`src/rtl/simd_host_pkg.sv`:
```
// Shared types and constants for the PS-side BRAM loader.
package simd_host_pkg;

  // Host command opcodes as carried on cmd_op.
  typedef enum logic [1:0] {
    LOAD_A   = 2'd0,
    LOAD_B   = 2'd1,
    LOAD_INS = 2'd2,
    READ_R   = 2'd3
  } host_op_e;

  // Loader FSM states.
  typedef enum logic [2:0] {
    IDLE    = 3'd0,
    COLLECT = 3'd1,
    WRITE   = 3'd2,
    RD_ADDR = 3'd3,
    RD_WAIT = 3'd4,
    EMIT    = 3'd5,
    DONE    = 3'd6
  } loader_state_e;

  // Cycles from driving bram_r_r_addr until bram_r_r_data is valid.
  localparam int unsigned RD_LATENCY = 2;

endpackage

```
`src/rtl/ps_bram_loader_if.sv`:
```
// PS-facing command and word-stream bundle of the BRAM loader.
interface ps_bram_loader_if #(
  parameter int unsigned DATA_WIDTH     = 32,
  parameter int unsigned INS_ADDR_WIDTH = 11
);

  logic                      cmd_valid;
  logic                      cmd_ready;
  logic [1:0]                cmd_op;
  logic [INS_ADDR_WIDTH-1:0] cmd_base;
  logic [INS_ADDR_WIDTH:0]   cmd_len;

  logic                      s_valid;
  logic                      s_ready;
  logic [DATA_WIDTH-1:0]     s_data;

  logic                      m_valid;
  logic                      m_ready;
  logic [DATA_WIDTH-1:0]     m_data;
  logic                      m_last;

  // Processing-system side.
  modport master (
    output cmd_valid, cmd_op, cmd_base, cmd_len,
    input  cmd_ready,
    output s_valid, s_data,
    input  s_ready,
    input  m_valid, m_data, m_last,
    output m_ready
  );

  // Loader side.
  modport slave (
    input  cmd_valid, cmd_op, cmd_base, cmd_len,
    output cmd_ready,
    input  s_valid, s_data,
    output s_ready,
    output m_valid, m_data, m_last,
    input  m_ready
  );

endinterface

```
`src/rtl/ps_row_packer.sv`:
```
// Row register with a lane counter: packs words into a row on load,
// and unpacks a captured row back into words on readback.
module ps_row_packer #(
  parameter int unsigned LANES = 4,
  parameter int unsigned WIDTH = 32,
  localparam int unsigned CntW = (LANES > 1) ? $clog2(LANES) : 1
) (
  input  logic                   clk,
  input  logic                   rstn,
  input  logic                   clear,
  input  logic                   push,
  input  logic [WIDTH-1:0]       word_in,
  input  logic                   load,
  input  logic [LANES*WIDTH-1:0] row_in,
  input  logic                   pop,
  output logic [LANES*WIDTH-1:0] row,
  output logic [CntW-1:0]        cnt,
  output logic [WIDTH-1:0]       word_out
);

  logic [LANES-1:0][WIDTH-1:0] row_q;
  logic [CntW-1:0]             cnt_q;

  // Row storage: full-row capture on load, single lane write on push.
  always_ff @(posedge clk or negedge rstn) begin
    if (!rstn) begin
      row_q <= '0;
    end else if (load) begin
      row_q <= row_in;
    end else if (push) begin
      row_q[cnt_q] <= word_in;
    end
  end

  // Lane counter: selects the lane written by push or presented for pop.
  always_ff @(posedge clk or negedge rstn) begin
    if (!rstn) begin
      cnt_q <= '0;
    end else if (clear || load) begin
      cnt_q <= '0;
    end else if (push || pop) begin
      cnt_q <= cnt_q + 1'b1;
    end
  end

  assign row      = row_q;
  assign cnt      = cnt_q;
  assign word_out = row_q[cnt_q];

endmodule

```
`src/rtl/ps_bram_loader.sv`:
```
// Host bridge to the datapath PS ports: packs the inbound word stream into
// A/B/INS BRAM rows, and serialises R BRAM rows onto the outbound stream.
// The datapath is held in stall for the whole of each command.
module ps_bram_loader
  import simd_host_pkg::*;
#(
  parameter int unsigned PE_COUNT       = 4,
  parameter int unsigned DATA_WIDTH     = 32,
  parameter int unsigned BRAM_DEPTH     = 1024,
  parameter int unsigned ADDR_WIDTH     = $clog2(BRAM_DEPTH),
  parameter int unsigned INS_ADDR_WIDTH = 11,
  parameter int unsigned INS_WIDTH      = 64
) (
  input  logic                           clk,
  input  logic                           rstn,
  ps_bram_loader_if.slave                ps,
  output logic                           stall,
  output logic                           busy,
  output logic                           done,
  output logic                           bram_a_wr_en,
  output logic [ADDR_WIDTH-1:0]          bram_a_wr_addr,
  output logic [PE_COUNT*DATA_WIDTH-1:0] bram_a_wr_data,
  output logic                           bram_b_wr_en,
  output logic [ADDR_WIDTH-1:0]          bram_b_wr_addr,
  output logic [PE_COUNT*DATA_WIDTH-1:0] bram_b_wr_data,
  output logic                           bram_ins_wr_en,
  output logic [INS_ADDR_WIDTH-1:0]      bram_ins_wr_addr,
  output logic [INS_WIDTH-1:0]           bram_ins_wr_data,
  output logic [INS_ADDR_WIDTH-1:0]      bram_r_r_addr,
  input  logic [PE_COUNT*DATA_WIDTH-1:0] bram_r_r_data
);

  localparam int unsigned CntW  = (PE_COUNT > 1) ? $clog2(PE_COUNT) : 1;
  localparam int unsigned WaitW = (RD_LATENCY > 1) ? $clog2(RD_LATENCY) : 1;
  localparam int unsigned LenW  = INS_ADDR_WIDTH + 1;

  loader_state_e             state_q, state_d;
  host_op_e                  op_q, op_d;
  logic [INS_ADDR_WIDTH-1:0] base_q, base_d;
  logic [LenW-1:0]           len_q, len_d;
  logic [LenW-1:0]           row_q, row_d;
  logic [WaitW-1:0]          wait_q, wait_d;
  logic                      armed_q;

  logic                           cmd_ready;
  logic                           accept;
  logic [INS_ADDR_WIDTH-1:0]      row_addr;
  logic                           row_last;
  logic                           lane_last;
  logic                           word_last;
  logic                           wait_last;

  logic                           pk_clear;
  logic                           pk_push;
  logic                           pk_load;
  logic                           pk_pop;
  logic [PE_COUNT*DATA_WIDTH-1:0] pk_row;
  logic [CntW-1:0]                pk_cnt;
  logic [DATA_WIDTH-1:0]          pk_word;

  // armed_q keeps cmd_ready low until the first clock after reset release.
  assign cmd_ready = armed_q && (state_q == IDLE);
  assign accept    = ps.cmd_valid && cmd_ready;

  // Row address wraps modulo the port width; A/B take the low bits of it.
  assign row_addr  = base_q + row_q[INS_ADDR_WIDTH-1:0];
  assign row_last  = (row_q == len_q - 1'b1);
  assign lane_last = (pk_cnt == CntW'(PE_COUNT - 1));
  assign word_last = (op_q == LOAD_INS) ? (pk_cnt == CntW'(1)) : lane_last;
  assign wait_last = (wait_q == WaitW'(RD_LATENCY - 1));

  assign pk_clear = (state_q == IDLE) || (state_q == WRITE);
  assign pk_push  = (state_q == COLLECT) && ps.s_valid;
  assign pk_load  = (state_q == RD_WAIT) && wait_last;
  assign pk_pop   = (state_q == EMIT) && ps.m_ready;

  ps_row_packer #(
    .LANES(PE_COUNT),
    .WIDTH(DATA_WIDTH)
  ) u_packer (
    .clk     (clk),
    .rstn    (rstn),
    .clear   (pk_clear),
    .push    (pk_push),
    .word_in (ps.s_data),
    .load    (pk_load),
    .row_in  (bram_r_r_data),
    .pop     (pk_pop),
    .row     (pk_row),
    .cnt     (pk_cnt),
    .word_out(pk_word)
  );

  // Next-state and command-context logic.
  always_comb begin
    state_d = state_q;
    op_d    = op_q;
    base_d  = base_q;
    len_d   = len_q;
    row_d   = row_q;
    wait_d  = wait_q;
    unique case (state_q)
      IDLE: begin
        if (accept) begin
          op_d   = host_op_e'(ps.cmd_op);
          base_d = ps.cmd_base;
          len_d  = ps.cmd_len;
          row_d  = '0;
          if (ps.cmd_len == '0) begin
            state_d = DONE;
          end else if (ps.cmd_op == READ_R) begin
            state_d = RD_ADDR;
          end else begin
            state_d = COLLECT;
          end
        end
      end
      COLLECT: begin
        if (ps.s_valid && word_last) begin
          state_d = WRITE;
        end
      end
      WRITE: begin
        row_d   = row_q + 1'b1;
        state_d = row_last ? DONE : COLLECT;
      end
      RD_ADDR: begin
        wait_d  = '0;
        state_d = RD_WAIT;
      end
      RD_WAIT: begin
        if (wait_last) begin
          state_d = EMIT;
        end else begin
          wait_d = wait_q + 1'b1;
        end
      end
      EMIT: begin
        if (ps.m_ready && lane_last) begin
          if (row_last) begin
            state_d = DONE;
          end else begin
            row_d   = row_q + 1'b1;
            state_d = RD_ADDR;
          end
        end
      end
      DONE: begin
        state_d = IDLE;
      end
      default: begin
        state_d = IDLE;
      end
    endcase
  end

  // FSM and command-context registers; reset discards any partial command.
  always_ff @(posedge clk or negedge rstn) begin
    if (!rstn) begin
      state_q <= IDLE;
      op_q    <= LOAD_A;
      base_q  <= '0;
      len_q   <= '0;
      row_q   <= '0;
      wait_q  <= '0;
    end else begin
      state_q <= state_d;
      op_q    <= op_d;
      base_q  <= base_d;
      len_q   <= len_d;
      row_q   <= row_d;
      wait_q  <= wait_d;
    end
  end

  // Becomes set on the first clock after reset release and stays set.
  always_ff @(posedge clk or negedge rstn) begin
    if (!rstn) begin
      armed_q <= 1'b0;
    end else begin
      armed_q <= 1'b1;
    end
  end

  // BRAM write strobes: a single write to the BRAM selected by the op.
  always_comb begin
    bram_a_wr_en     = 1'b0;
    bram_a_wr_addr   = '0;
    bram_a_wr_data   = '0;
    bram_b_wr_en     = 1'b0;
    bram_b_wr_addr   = '0;
    bram_b_wr_data   = '0;
    bram_ins_wr_en   = 1'b0;
    bram_ins_wr_addr = '0;
    bram_ins_wr_data = '0;
    if (state_q == WRITE) begin
      unique case (op_q)
        LOAD_A: begin
          bram_a_wr_en   = 1'b1;
          bram_a_wr_addr = row_addr[ADDR_WIDTH-1:0];
          bram_a_wr_data = pk_row;
        end
        LOAD_B: begin
          bram_b_wr_en   = 1'b1;
          bram_b_wr_addr = row_addr[ADDR_WIDTH-1:0];
          bram_b_wr_data = pk_row;
        end
        LOAD_INS: begin
          bram_ins_wr_en   = 1'b1;
          bram_ins_wr_addr = row_addr;
          // First word lands in the low half, second in the high half.
          bram_ins_wr_data = pk_row[INS_WIDTH-1:0];
        end
        default: begin
        end
      endcase
    end
  end

  // Read address is held through the wait so the BRAM sees a stable address.
  assign bram_r_r_addr = ((state_q == RD_ADDR) || (state_q == RD_WAIT)) ? row_addr : '0;

  assign ps.cmd_ready = cmd_ready;
  assign ps.s_ready   = (state_q == COLLECT);
  assign ps.m_valid   = (state_q == EMIT);
  assign ps.m_data    = (state_q == EMIT) ? pk_word : '0;
  assign ps.m_last    = (state_q == EMIT) && lane_last && row_last;

  assign stall = (state_q != IDLE);
  assign busy  = (state_q != IDLE);
  assign done  = (state_q == DONE);

endmodule

```
`src/flat_wrapper.sv`:
```
// flat-port wrapper written by rule: the top's interface ports become plain ports
module ps_bram_loader_flat import simd_host_pkg::*;
#(
  parameter int unsigned PE_COUNT       = 4,
  parameter int unsigned DATA_WIDTH     = 32,
  parameter int unsigned BRAM_DEPTH     = 1024,
  parameter int unsigned ADDR_WIDTH     = $clog2(BRAM_DEPTH),
  parameter int unsigned INS_ADDR_WIDTH = 11,
  parameter int unsigned INS_WIDTH      = 64
)
  (clk, rstn, stall, busy, done, bram_a_wr_en, bram_a_wr_addr, bram_a_wr_data, bram_b_wr_en, bram_b_wr_addr, bram_b_wr_data, bram_ins_wr_en, bram_ins_wr_addr, bram_ins_wr_data, bram_r_r_addr, bram_r_r_data, ps_cmd_valid, ps_cmd_op, ps_cmd_base, ps_cmd_len, ps_cmd_ready, ps_s_valid, ps_s_data, ps_s_ready, ps_m_valid, ps_m_data, ps_m_last, ps_m_ready);
  ps_bram_loader_if #(.DATA_WIDTH(DATA_WIDTH), .INS_ADDR_WIDTH(INS_ADDR_WIDTH)) ps_i ();
  input  logic clk;
  input  logic rstn;
  output logic stall;
  output logic busy;
  output logic done;
  output logic bram_a_wr_en;
  output logic [ADDR_WIDTH-1:0] bram_a_wr_addr;
  output logic [PE_COUNT*DATA_WIDTH-1:0] bram_a_wr_data;
  output logic bram_b_wr_en;
  output logic [ADDR_WIDTH-1:0] bram_b_wr_addr;
  output logic [PE_COUNT*DATA_WIDTH-1:0] bram_b_wr_data;
  output logic bram_ins_wr_en;
  output logic [INS_ADDR_WIDTH-1:0] bram_ins_wr_addr;
  output logic [INS_WIDTH-1:0] bram_ins_wr_data;
  output logic [INS_ADDR_WIDTH-1:0] bram_r_r_addr;
  input  logic [PE_COUNT*DATA_WIDTH-1:0] bram_r_r_data;
  input wire logic [$bits(ps_i.cmd_valid)-1:0] ps_cmd_valid;
  input wire logic [$bits(ps_i.cmd_op)-1:0] ps_cmd_op;
  input wire logic [$bits(ps_i.cmd_base)-1:0] ps_cmd_base;
  input wire logic [$bits(ps_i.cmd_len)-1:0] ps_cmd_len;
  output wire logic [$bits(ps_i.cmd_ready)-1:0] ps_cmd_ready;
  input wire logic [$bits(ps_i.s_valid)-1:0] ps_s_valid;
  input wire logic [$bits(ps_i.s_data)-1:0] ps_s_data;
  output wire logic [$bits(ps_i.s_ready)-1:0] ps_s_ready;
  output wire logic [$bits(ps_i.m_valid)-1:0] ps_m_valid;
  output wire logic [$bits(ps_i.m_data)-1:0] ps_m_data;
  output wire logic [$bits(ps_i.m_last)-1:0] ps_m_last;
  input wire logic [$bits(ps_i.m_ready)-1:0] ps_m_ready;
  assign ps_i.cmd_valid = ps_cmd_valid;
  assign ps_i.cmd_op = ps_cmd_op;
  assign ps_i.cmd_base = ps_cmd_base;
  assign ps_i.cmd_len = ps_cmd_len;
  assign ps_cmd_ready = ps_i.cmd_ready;
  assign ps_i.s_valid = ps_s_valid;
  assign ps_i.s_data = ps_s_data;
  assign ps_s_ready = ps_i.s_ready;
  assign ps_m_valid = ps_i.m_valid;
  assign ps_m_data = ps_i.m_data;
  assign ps_m_last = ps_i.m_last;
  assign ps_i.m_ready = ps_m_ready;
  ps_bram_loader #(.PE_COUNT(PE_COUNT), .DATA_WIDTH(DATA_WIDTH), .BRAM_DEPTH(BRAM_DEPTH), .ADDR_WIDTH(ADDR_WIDTH), .INS_ADDR_WIDTH(INS_ADDR_WIDTH), .INS_WIDTH(INS_WIDTH)) u_core (.clk(clk), .rstn(rstn), .ps(ps_i), .stall(stall), .busy(busy), .done(done), .bram_a_wr_en(bram_a_wr_en), .bram_a_wr_addr(bram_a_wr_addr), .bram_a_wr_data(bram_a_wr_data), .bram_b_wr_en(bram_b_wr_en), .bram_b_wr_addr(bram_b_wr_addr), .bram_b_wr_data(bram_b_wr_data), .bram_ins_wr_en(bram_ins_wr_en), .bram_ins_wr_addr(bram_ins_wr_addr), .bram_ins_wr_data(bram_ins_wr_data), .bram_r_r_addr(bram_r_r_addr), .bram_r_r_data(bram_r_r_data));
endmodule
```
`config.mk`:
```
export PLATFORM = sky130hd
export DESIGN_NAME = ps_bram_loader_flat
export DESIGN_NICKNAME = d
export VERILOG_FILES = /design/src/rtl/simd_host_pkg.sv /design/src/rtl/ps_bram_loader_if.sv /design/src/rtl/ps_row_packer.sv /design/src/rtl/ps_bram_loader.sv /design/src/flat_wrapper.sv
export SDC_FILE = /design/constraint.sdc
export NUM_CORES = 1
export LEC_CHECK = 0
export BUFFER_PORTS_ARGS = -buffer_cell sky130_fd_sc_hd__buf_2
export CORE_AREA = 2 2 231 233
export DETAILED_ROUTE_END_ITERATION = 10
export DIE_AREA = 0 0 233 235
export HOLD_SLACK_MARGIN = 0.03
export PLACE_DENSITY = 0.57
export SETUP_SLACK_MARGIN = 0.5
export SLEW_MARGIN = 20
export SYNTH_ARGS = -nofsm -noshare
export SYNTH_HDL_FRONTEND = slang
export SYNTH_SLANG_ARGS = --single-unit
```
`constraint.sdc`:
```
create_clock -name clk -period 8.6 [get_ports clk]
set_input_delay 0 -clock clk [delete_from_list [all_inputs] [get_ports clk]]
set_output_delay 0 -clock clk [all_outputs]
set_load 0.005 [all_outputs]
```
# Word-level counts from Yosys, hierarchy flattened
# Cells that the tools add are included.
# Widths: inputs -> output; s select.
dict set report op_classes {
  n_addsub 5
  order_cmp 2
  eq_ne 17
  muxes 45
  n_reduce_logical 25
}
# operator count
set op_table {}
lappend op_table {{$mux 128} 6}
lappend op_table {{$bwmux 128} 1}
lappend op_table {{$mux 64} 2}
lappend op_table {{$mux 32} 3}
lappend op_table {{$bmux 32 s2} 1}
lappend op_table {{$demux 32 s2} 1}
lappend op_table {{$mux 10} 4}
lappend op_table {{$mux 12} 3}
lappend op_table {{$pmux 12 s3} 1}
lappend op_table {{$mux 11} 3}
lappend op_table {{$mux 3} 7}
lappend op_table {{$pmux 3 s6} 1}
lappend op_table {{$add 12x1->12 const B} 1}
lappend op_table {{$eq 12x12->1} 1}
lappend op_table {{$logic_not 12->1} 1}
lappend op_table {{$sub 12x1->12 const B} 1}
lappend op_table {{$add 11x11->11} 1}
lappend op_table {{$logic_and 1x1->1} 10}
lappend op_table {{$eq 3x3->1 const B} 3}
lappend op_table {{$mux 1} 8}
lappend op_table {{$ne 2x1->1 const B} 4}
lappend op_table {{$reduce_and 4->1} 2}
lappend op_table {{$eq 2x2->1 const B} 3}
lappend op_table {{$eq 3x2->1 const B} 2}
lappend op_table {{other kinds (15)} 24}
dict set report word_totals {
  regBits 172
  output_inout_bits 404
  word_cells 106
}

# Logic depth before layout (Yosys ltp)
# Gate-level depths: netlist of run 1.
dict set report logic_depth {
  ltp_word 7
  depth_mapped 11
  depth_no_buf 10
}

# Cells and area by module
# Synthesis of run 1 repeated with hierarchy kept, for this count alone.
dict set report unflattened {
  hier_cells 1594
  area_unflattened_um2 13360.3
}
# module n_inst cells_each area_per_inst_um2 seq_area_each_um2
set modules_own_cells {}
lappend modules_own_cells {ps_row_packer 1 784 7862.5 3253.1}
lappend modules_own_cells {ps_bram_loader 1 810 5497.8 1051.0}

# Least setup slack after synthesis of run 1
# No wires, ideal clock.
dict set report synth_timing {
  path_kind {reg2reg}
  start {register u_core.len_q[0]}
  end {register u_core.row_q[4]}
  setup_ns 0.078
  t_arrival_ns 2.823
  required_ns 8.522
  slack_ns 5.699
  stages_incl_launch_ff 12
  path_buffers 1
  synth_period_minus_slack_ns 2.901
  cell_sequence {dfrtp_1 -> inv_1 -> ha_1 -> inv_1 -> or4b_2 -> xnor2_1 -> or4_1 -> nor3_2 -> o31a_1 -> clkbuf_1 -> o21ai_0 -> a21oi_1}
}
dict set report synth_via {
  elab_chain_cells 4
}
# item line
set synth_rtl {}
lappend synth_rtl {{from (decl)} ps_bram_loader.sv:40} ;# logic [LenW-1:0] len_q, len_d;
lappend synth_rtl {{from (signal assigned)} ps_bram_loader.sv:170} ;# len_q <= len_d;
lappend synth_rtl {{$sub 12x1->12} ps_bram_loader.sv:67} ;# assign row_last = (row_q == len_q - 1'b1);
lappend synth_rtl {{$eq 12x12->1} ps_bram_loader.sv:67}
lappend synth_rtl {{$ne 2x2->1 (no source line)} --}
lappend synth_rtl {{$reduce_and 4->1 (no source line)} --}
lappend synth_rtl {{to (signal assigned)} ps_bram_loader.sv:171} ;# row_q <= row_d;
lappend synth_rtl {{to (decl)} ps_bram_loader.sv:41} ;# logic [LenW-1:0] row_q, row_d;
# Every way passes these cells.
# A chain may end at the register's enable or synchronous reset.

# Worst setup path in the final report of run 1
dict set report layout_timing {
  start {register u_core.state_q[1]}
  end {register u_core.u_packer.row_q, in the netlist u_core.u_packer.row[86]}
}
dict set report layout_via {
  elab_chain_cells 3
  word_cells_on_any_way 6
  cone_classes {2 x eq/ne; 1 x mux; 3 x reduce/logical}
}
# item line
set layout_rtl {}
lappend layout_rtl {{from (decl)} ps_bram_loader.sv:37} ;# loader_state_e state_q, state_d;
lappend layout_rtl {{from (signal assigned)} ps_bram_loader.sv:167} ;# state_q <= state_d;
lappend layout_rtl {{$eq 3x3->1 / $eq 3x1->1 (equally long branches)} {ps_bram_loader.sv:74, ps_bram_loader.sv:73}}
lappend layout_rtl {{$logic_and 1x1->1, on equally long branches} {ps_bram_loader.sv:74, ps_bram_loader.sv:73}}
lappend layout_rtl {{$mux 128 / $reduce_bool 2->1 (equally long branches)} --}
lappend layout_rtl {{to (signal assigned)} ps_row_packer.sv:29} ;# row_q <= row_in;
lappend layout_rtl {{to (signal, indexed assignment)} ps_row_packer.sv:31} ;# row_q[cnt_q] <= word_in;
lappend layout_rtl {{to (decl)} ps_row_packer.sv:21} ;# logic [LANES-1:0][WIDTH-1:0] row_q;
# Several ways; a longest one is shown, not always the timed one.

==> results of run 1 <==
[how the worst max path moves through the flow]
stage	from	end	depth (start not counted)	slack, ps
6_report	u_core.state_q[1]	u_core.u_packer.row[86]	7	5080
5_1_grt	u_core.state_q[1]	u_core.u_packer.row[113]	7	4720
4_1_cts	u_core.state_q[1]	bram_b_wr_addr[7]	7	5020
3_5_place_dp	u_core.len_q[0]	u_core.row_q[9]	10	5210
3_3_place_gp	u_core.len_q[0]	u_core.row_q[8]	10	5290
2_1_floorplan	u_core.len_q[0]	u_core.row_q[4]	11	5700
[layout by cell type (no fill, tap or decap), types with 2 or more instances in the layout]
| cell | n |
|---|---|
| a21oi_1 | 21 |
| xor2_1 | 13 |
| mux2i_1 | 133 |
| clkinv_4 | 4 |
| nor2_1 | 55 |
| dfrtp_4 | 2 |
| nand2_1 | 215 |
| a31oi_1 | 2 |
| nand2_2 | 2 |
| buf_6 | 3 |
| dfrtp_1 | 169 |
| or4b_2 | 2 |
| or3_1 | 8 |
| and3_1 | 137 |
| clkinvlp_4 | 4 |
| ha_1 | 16 |
| nor4_1 | 4 |
| nor3_1 | 8 |
| inv_1 | 9 |
| inv_6 | 4 |
| diode_2 | 6 |
| o21bai_1 | 2 |
| xnor2_1 | 11 |
| clkinv_2 | 2 |
| nor2b_1 | 5 |
| nand2_4 | 2 |
| o21ai_0 | 152 |
| a21o_1 | 2 |
| clkbuf_8 | 3 |
| buf_4 | 10 |
| dlygate4sd3_1 | 283 |
| buf_2 | 592 |
| nand2b_1 | 9 |
| nand3_1 | 11 |
| mux4_2 | 32 |
| nand3b_1 | 2 |
| clkbuf_16 | 17 |
| and2_1 | 233 |
[final cells by class]
| class | instances | area share (%) |
|---|---|---|
| Multi-Input combinational cell | 1100 | 38.2 |
| Clock inverter | 13 | 0.566 |
| Inverter | 12 | 0.270 |
| Clock buffer | 19 | 2.38 |
| Timing Repair Buffer | 890 | 31.3 |
| Sequential cell | 172 | 22.7 |
| Tap cell | 688 | 4.53 |
| Antenna cell | 6 | 0.0790 |
[through the flow]
step | std cells | area [sq um]
6_report | 2900 | 19000
3_3_place_gp | 2578 | 15600
4_1_cts | 2894 | 19000
3_5_place_dp | 2578 | 15600
2_1_floorplan | 1402 | 12000
5_1_grt | 2895 | 19000
[kinds of logic (layout without fill, tap and decap cells)]
| kind of cell | Yosys count | in the layout | synth area share, % |
|---|---|---|---|
| XOR/XNOR | 24 | 24 | 1.75 |
| AND/OR/NAND/NOR | 704 | 704 | 31.0 |
| flip-flops | 172 | 172 | 35.8 |
| multiplexers | 166 | 166 | 17.2 |
| AO/OA/AOI/OAI | 188 | 188 | 8.29 |
| other | 1 | 7 | 0.0312 |
| adder cells (fa/ha/maj) | 17 | 17 | 1.83 |
| buffers and inverters | 130 | 934 | 4.10 |
[tightest hold or removal path, delay by kind of cell]
kind,cells,cell delay [ps]
and+or+nand+nor,3,200
buffers and inverters,2,320
[power by group through the flow]
stage          Sequential [mW]  Combinational, mW  Clock [mW]
6_report                  1.77               2.33       0.772
5_1_grt                   1.82               2.59       0.829
4_1_cts                   1.76               2.32       0.803
3_5_place_dp              1.78               1.71           0
3_3_place_gp              1.76               1.66           0
2_1_floorplan             1.41               1.25           0
[sequential cells by signal (all words and copies together), names as in the netlist]
name                 count
u_core.len_q            12
u_core.wait_last         1
u_core.u_packer.cnt      2
u_core.op_q              2
u_core.u_packer.row    128
u_core.row_q            12
u_core.armed_q           1
u_core.state_q           3
u_core.base_q           11
[repair_timing]
item                                   CTS  global route
gates resized for setup                  0             0
setup buffers                            0             0
endpoints found under the hold margin  192             0
hold buffers                           284             0
[metal layers]
layer | up-vias | part of all wire [%] | GRT usage [%]
met2 | 531 | 51 | 34.1
met5 | - | 0.024 | 0
met1 | 6662 | 41 | 23.8
met4 | 2 | 2.0 | 5.77
met3 | 67 | 6.2 | 4.24
li1 | 6362 | - | -
==> results.json, run 1 <==
{
  "status": "completed",
  "synth_flop_cell": "dfrtp_1",
  "total_power_mw": 4.87,
  "reg2regPathDepth": 7,
  "synth_seq_cells": 172,
  "multi_input_area_sq_um": 7260,
  "skew_ps": 11.7,
  "max_freq_ghz": 0.284,
  "cts-htree-levels": 4,
  "finish.utilization_pct": 36.4,
  "die-area_sq_um": 54800,
  "rr_endpoint": "u_core.u_packer.row[86]",
  "seqPwrFrac_pct": 36.3,
  "drc_errors": 0,
  "relSlewSlack_pct": 26.6,
  "rows": 84,
  "power_density_nw_per_um2": 256,
  "synth_common_cells": "233 x and2_1, 219 x nand2_1, 172 x dfrtp_1",
  "first_pass_iters": 5,
  "yosysTopAreaCell": "dfrtp_1",
  "switching_share_pct": 41.7,
  "synth_edf_count": 0,
  "place_congestion": 0.895,
  "wl_microns": 54200,
  "syn-cell-area_sq_um": 12000,
  "dp_worst_setup_slack_ps": 5210,
  "drtIter0Drc": 754,
  "worstPathCellList": "inv_1, nand2_1, nor3b_2, buf_4, buf_4, o21ai_0, dlygate4sd3_1",
  "worst-path-buf-inv": 4,
  "syn_to_final_growth_pct": 58.0,
  "drive_gt1_share_pct": 31.4,
  "grt_max_degree": 133,
  "nNetsFinal": 2400,
  "viasPerCell": 4.70,
  "grt_pass1_vias": 13688,
  "cts_sinks": 172,
  "wl_per_cell_microns": 18.7,
  "chipHeight_microns": 235,
  "cp_slowest_stage_delay_ps": 770,
  "grt_setup_unrepaired": "false",
  "worst_slew_pin_slew_ps": 1100,
  "cpMostUsedCell": "buf_4",
  "path_max_fanout": 106,
  "r2r_start": "u_core.state_q[1]",
  "hp-class": "primary input to flop",
  "die_w_microns": 233,
  "p_int_mw": 2.84,
  "vias": 13624,
  "initial_core_util_pct": 23.0,
  "synth_top_area_share_pct": 35.8,
  "grt_first_pass_wirelength_microns": 81800,
  "ff2ff_setup_slack_ps": 5080,
  "hpwl_microns": 36900,
  "max-vdd-ir-drop_mv": 0.175,
  "io_buffers": 593,
  "cts_buffers": 17,
  "power.switching_mw": 2.03,
  "arrival_ps": 3880,
  "final.period_utilization_pct": 40.9,
  "yosysWarnings": 0,
  "synth_most_common_cell": "and2_1",
  "min_to": "u_core.len_q[11]",
  "clk_pin_slew_ps": 70,
  "grt_antenna_before_repair": 9,
  "max_cap_viol_count": 0,
  "setup_slack_ps": 5080,
  "ant_nets": 0,
  "hold-worst-slack_ps": 79.4,
  "period_needed_ps": 3520,
  "hold_violations": 0,
  "clockBufferDepth": 2,
  "seqCellArea_sq_um": 4310,
  "avgSynthCellArea_sq_um": 8.58,
  "cts_tree": "yes",
  "slowest_stage": "buf_4",
  "setup_violations": 0,
  "clock_latency_ps": 500,
  "hold_path_startpoint": "ps_cmd_valid",
  "cp-start-kind": "flop",
  "synth.area.top_cells": "dfrtp_1 36%, and2_1 12%, mux2i_1 11%, and3_1 7.1%, nand2_1 6.8%",
  "critPathTopFamily": "buffers and inverters",
  "synthCells": 1402,
  "power.leakage_nw": 10.9,
  "power_frac_comb_pct": 47.8,
  "slew_violations": 0,
  "fin_tns_setup_ps": 0,
  "worstPathRequired_ps": 8960,
  "ys_seq_area_share_pct": 35.8,
  "async_reset_ff_share_pct": 100,
  "root_buffer": "clkbuf_16",
  "track_usage_pct": 19.5,
  "power_frac_clock_pct": 15.8,
  "core-area_sq_um": 52200,
  "hold-path-cell-count": 5,
  "critical_path_class": "flop to flop",
  "ios": 594,
  "crit_path_end_kind": "flop",
  "syn_nets": 1609,
  "ys_types": 49,
  "fillCellCount": 5339,
  "grt_overflow": 0
}
(Power assumes the default switching activity.)
==> run 2, diff against run 1 <==
- PLACE_DENSITY: 0.57 -> 0.58
- clock period: 8.6 -> 3.2 ns (I/O delays scaled with it)
==> results.json, run 2 (synthesis gave the netlist of run 1 again) <==
{
  "grt_setup_unrepaired": "true",
  "max_cap_viol_count": 0,
  "r2r_start": "u_core.len_q[6]",
  "finalNonFillerCells": 2912,
  "nNetsFinal": 2416,
  "largest_reg_flops": 128,
  "hp-class": "primary input to async pin",
  "grt_overflow": 0,
  "fin_tns_setup_ps": 0,
  "worst-path-buf-inv": 3,
  "relSlewSlack_pct": 46.7,
  "rows": 84,
  "power_density_nw_per_um2": 685,
  "wl_met2_microns": 29900,
  "root_buffer": "clkbuf_16",
  "io_buffers": 593,
  "clk_pin_slew_ps": 70,
  "m1WireLength_microns": 23300,
  "cts_buffers": 17,
  "clockBufferDepth": 2,
  "cp-start-kind": "flop",
  "wl_per_cell_microns": 19.9,
  "max-vdd-ir-drop_mv": 0.427,
  "initial_core_util_pct": 23.0,
  "die_w_microns": 233,
  "cts-htree-levels": 4,
  "arrival_ps": 2860,
  "drive_gt1_share_pct": 35.5,
  "critPathTopFamily": "simple AND/OR/NAND/NOR gates",
  "wl_microns": 58100,
  "routed.top_layer": "met5",
  "worstPathCellList": "nor4_4, or4b_4, buf_4, mux2i_4, a31oi_4, buf_4, nor3_4, and3_4, buf_6",
  "slowest_stage": "or4b_4",
  "viasPerCell": 4.80,
  "power.leakage_nw": 11.0,
  "cp_slowest_stage_delay_ps": 520,
  "hpwl_microns": 38300,
  "setup_violations": 0,
  "grt_first_pass_wirelength_microns": 84800,
  "dp_cells": 2588,
  "first_pass_iters": 5,
  "die-area_sq_um": 54800,
  "wl_met3_microns": 3630,
  "ios": 594,
  "track_usage_pct": 20.5,
  "max_freq_ghz": 0.350,
  "finish.utilization_pct": 37.5,
  "hold_violations": 0,
  "final.period_utilization_pct": 89.3,
  "crit_path_end_kind": "output pin",
  "cts_tree": "yes",
  "syn_to_final_growth_pct": 62.7,
  "status": "completed",
  "vias": 13980,
  "layout_commonest_cell": "buf_2",
  "path_max_fanout": 3,
  "clock_latency_ps": 490,
  "ant_nets": 0,
  "drtIter0Drc": 887,
  "critPathLaunch": "u_core.len_q[6]",
  "core-area_sq_um": 52200,
  "cpMostUsedCell": "buf_4",
  "grt_antenna_before_repair": 6,
  "critical_path_class": "flop to output pin",
  "worstPathRequired_ps": 3200,
  "dpl-instance-area_sq_um": 15700,
  "grt_max_degree": 140,
  "cts_sinks": 172,
  "final_cell_mix": "591 x buf_2, 252 x dlygate4sd3_1, 233 x and2_1",
  "period_needed_ps": 2860,
  "slew_violations": 0,
  "place_congestion": 0.866,
  "skew_ps": 8.84,
  "worst_slew_pin_slew_ps": 799,
  "drc_errors": 0,
  "fin_area_sq_um": 19600,
  "chipHeight_microns": 235,
  "grt_pass1_vias": 13864
}
run 2: cell types whose count changed in the layout (fill, tap and decap cells not counted), moves of 5 or more:
cell	delta
a21oi_1	-10
a21oi_2	+9
buf_16	+6
buf_4	+34
dfrtp_1	-9
dfrtp_2	+8
dlygate4sd3_1	-31
o21ai_0	-9
o21ai_1	+5
run 2: worst paths after layout:
check                                          endpoint  slack, ps  depth (start not counted)
worst max register to register          u_core.row_q[4]        350                         10
worst max-delay path                          ps_m_last        340                          9
min in group clk                        u_core.len_q[3]        190                          5
worst min register to register         u_core.base_q[3]        490                          2
worst min-delay path            u_core.u_packer.row[99]        150                          2
max in group asynchronous                u_core.op_q[0]       2170                          3
run 2: per-stage QoR:
stage | hold slack (ps) | worst slack, ps | total power [mW]
after CTS | 146 | 258 | 13.1
final | 150 | 344 | 13.4
after global placement | 108 | 331 | 9.24
after global routing | 205 | 207 | 14.3
after floorplan | -296 | 476 | 7.17
after detailed placement | 111 | 196 | 9.46
run 2: what timing repair did:
item	in CTS	in global routing
setup buffers	19	15
endpoints found under the setup margin	237	154
hold endpoints to repair	242	0
resized for setup	55	24
gates cloned	4	0
hold buffers	252	0
pin swaps	27	19
run 2: power breakdown:
group / leakage (nW) / total (mW) / internal, mW / switching, mW
Combinational: 8.59 / 6.43 / 3.31 / 3.11
Sequential: 2.15 / 4.71 / 3.15 / 1.56
Clock: 0.297 / 2.27 / 1.25 / 1.03
run 2: cell type report:
class                   instances  area, sq um
fillers                      5214        32700
multi-input cells            1100         7520
repair buffers                906         6190
flip-flops and latches        172         4330
well taps                     688          861
clock buffers                  18          429
clock inverters                14          184
inverters                      12         50.0
diodes                          2         5.00
run 2: routing by layer:
metal,vias to the layer above,global-route usage [%]
li1,6378,-
met1,6929,24.8
met2,603,36.9
met3,68,3.43
met4,2,5.67
met5,-,0
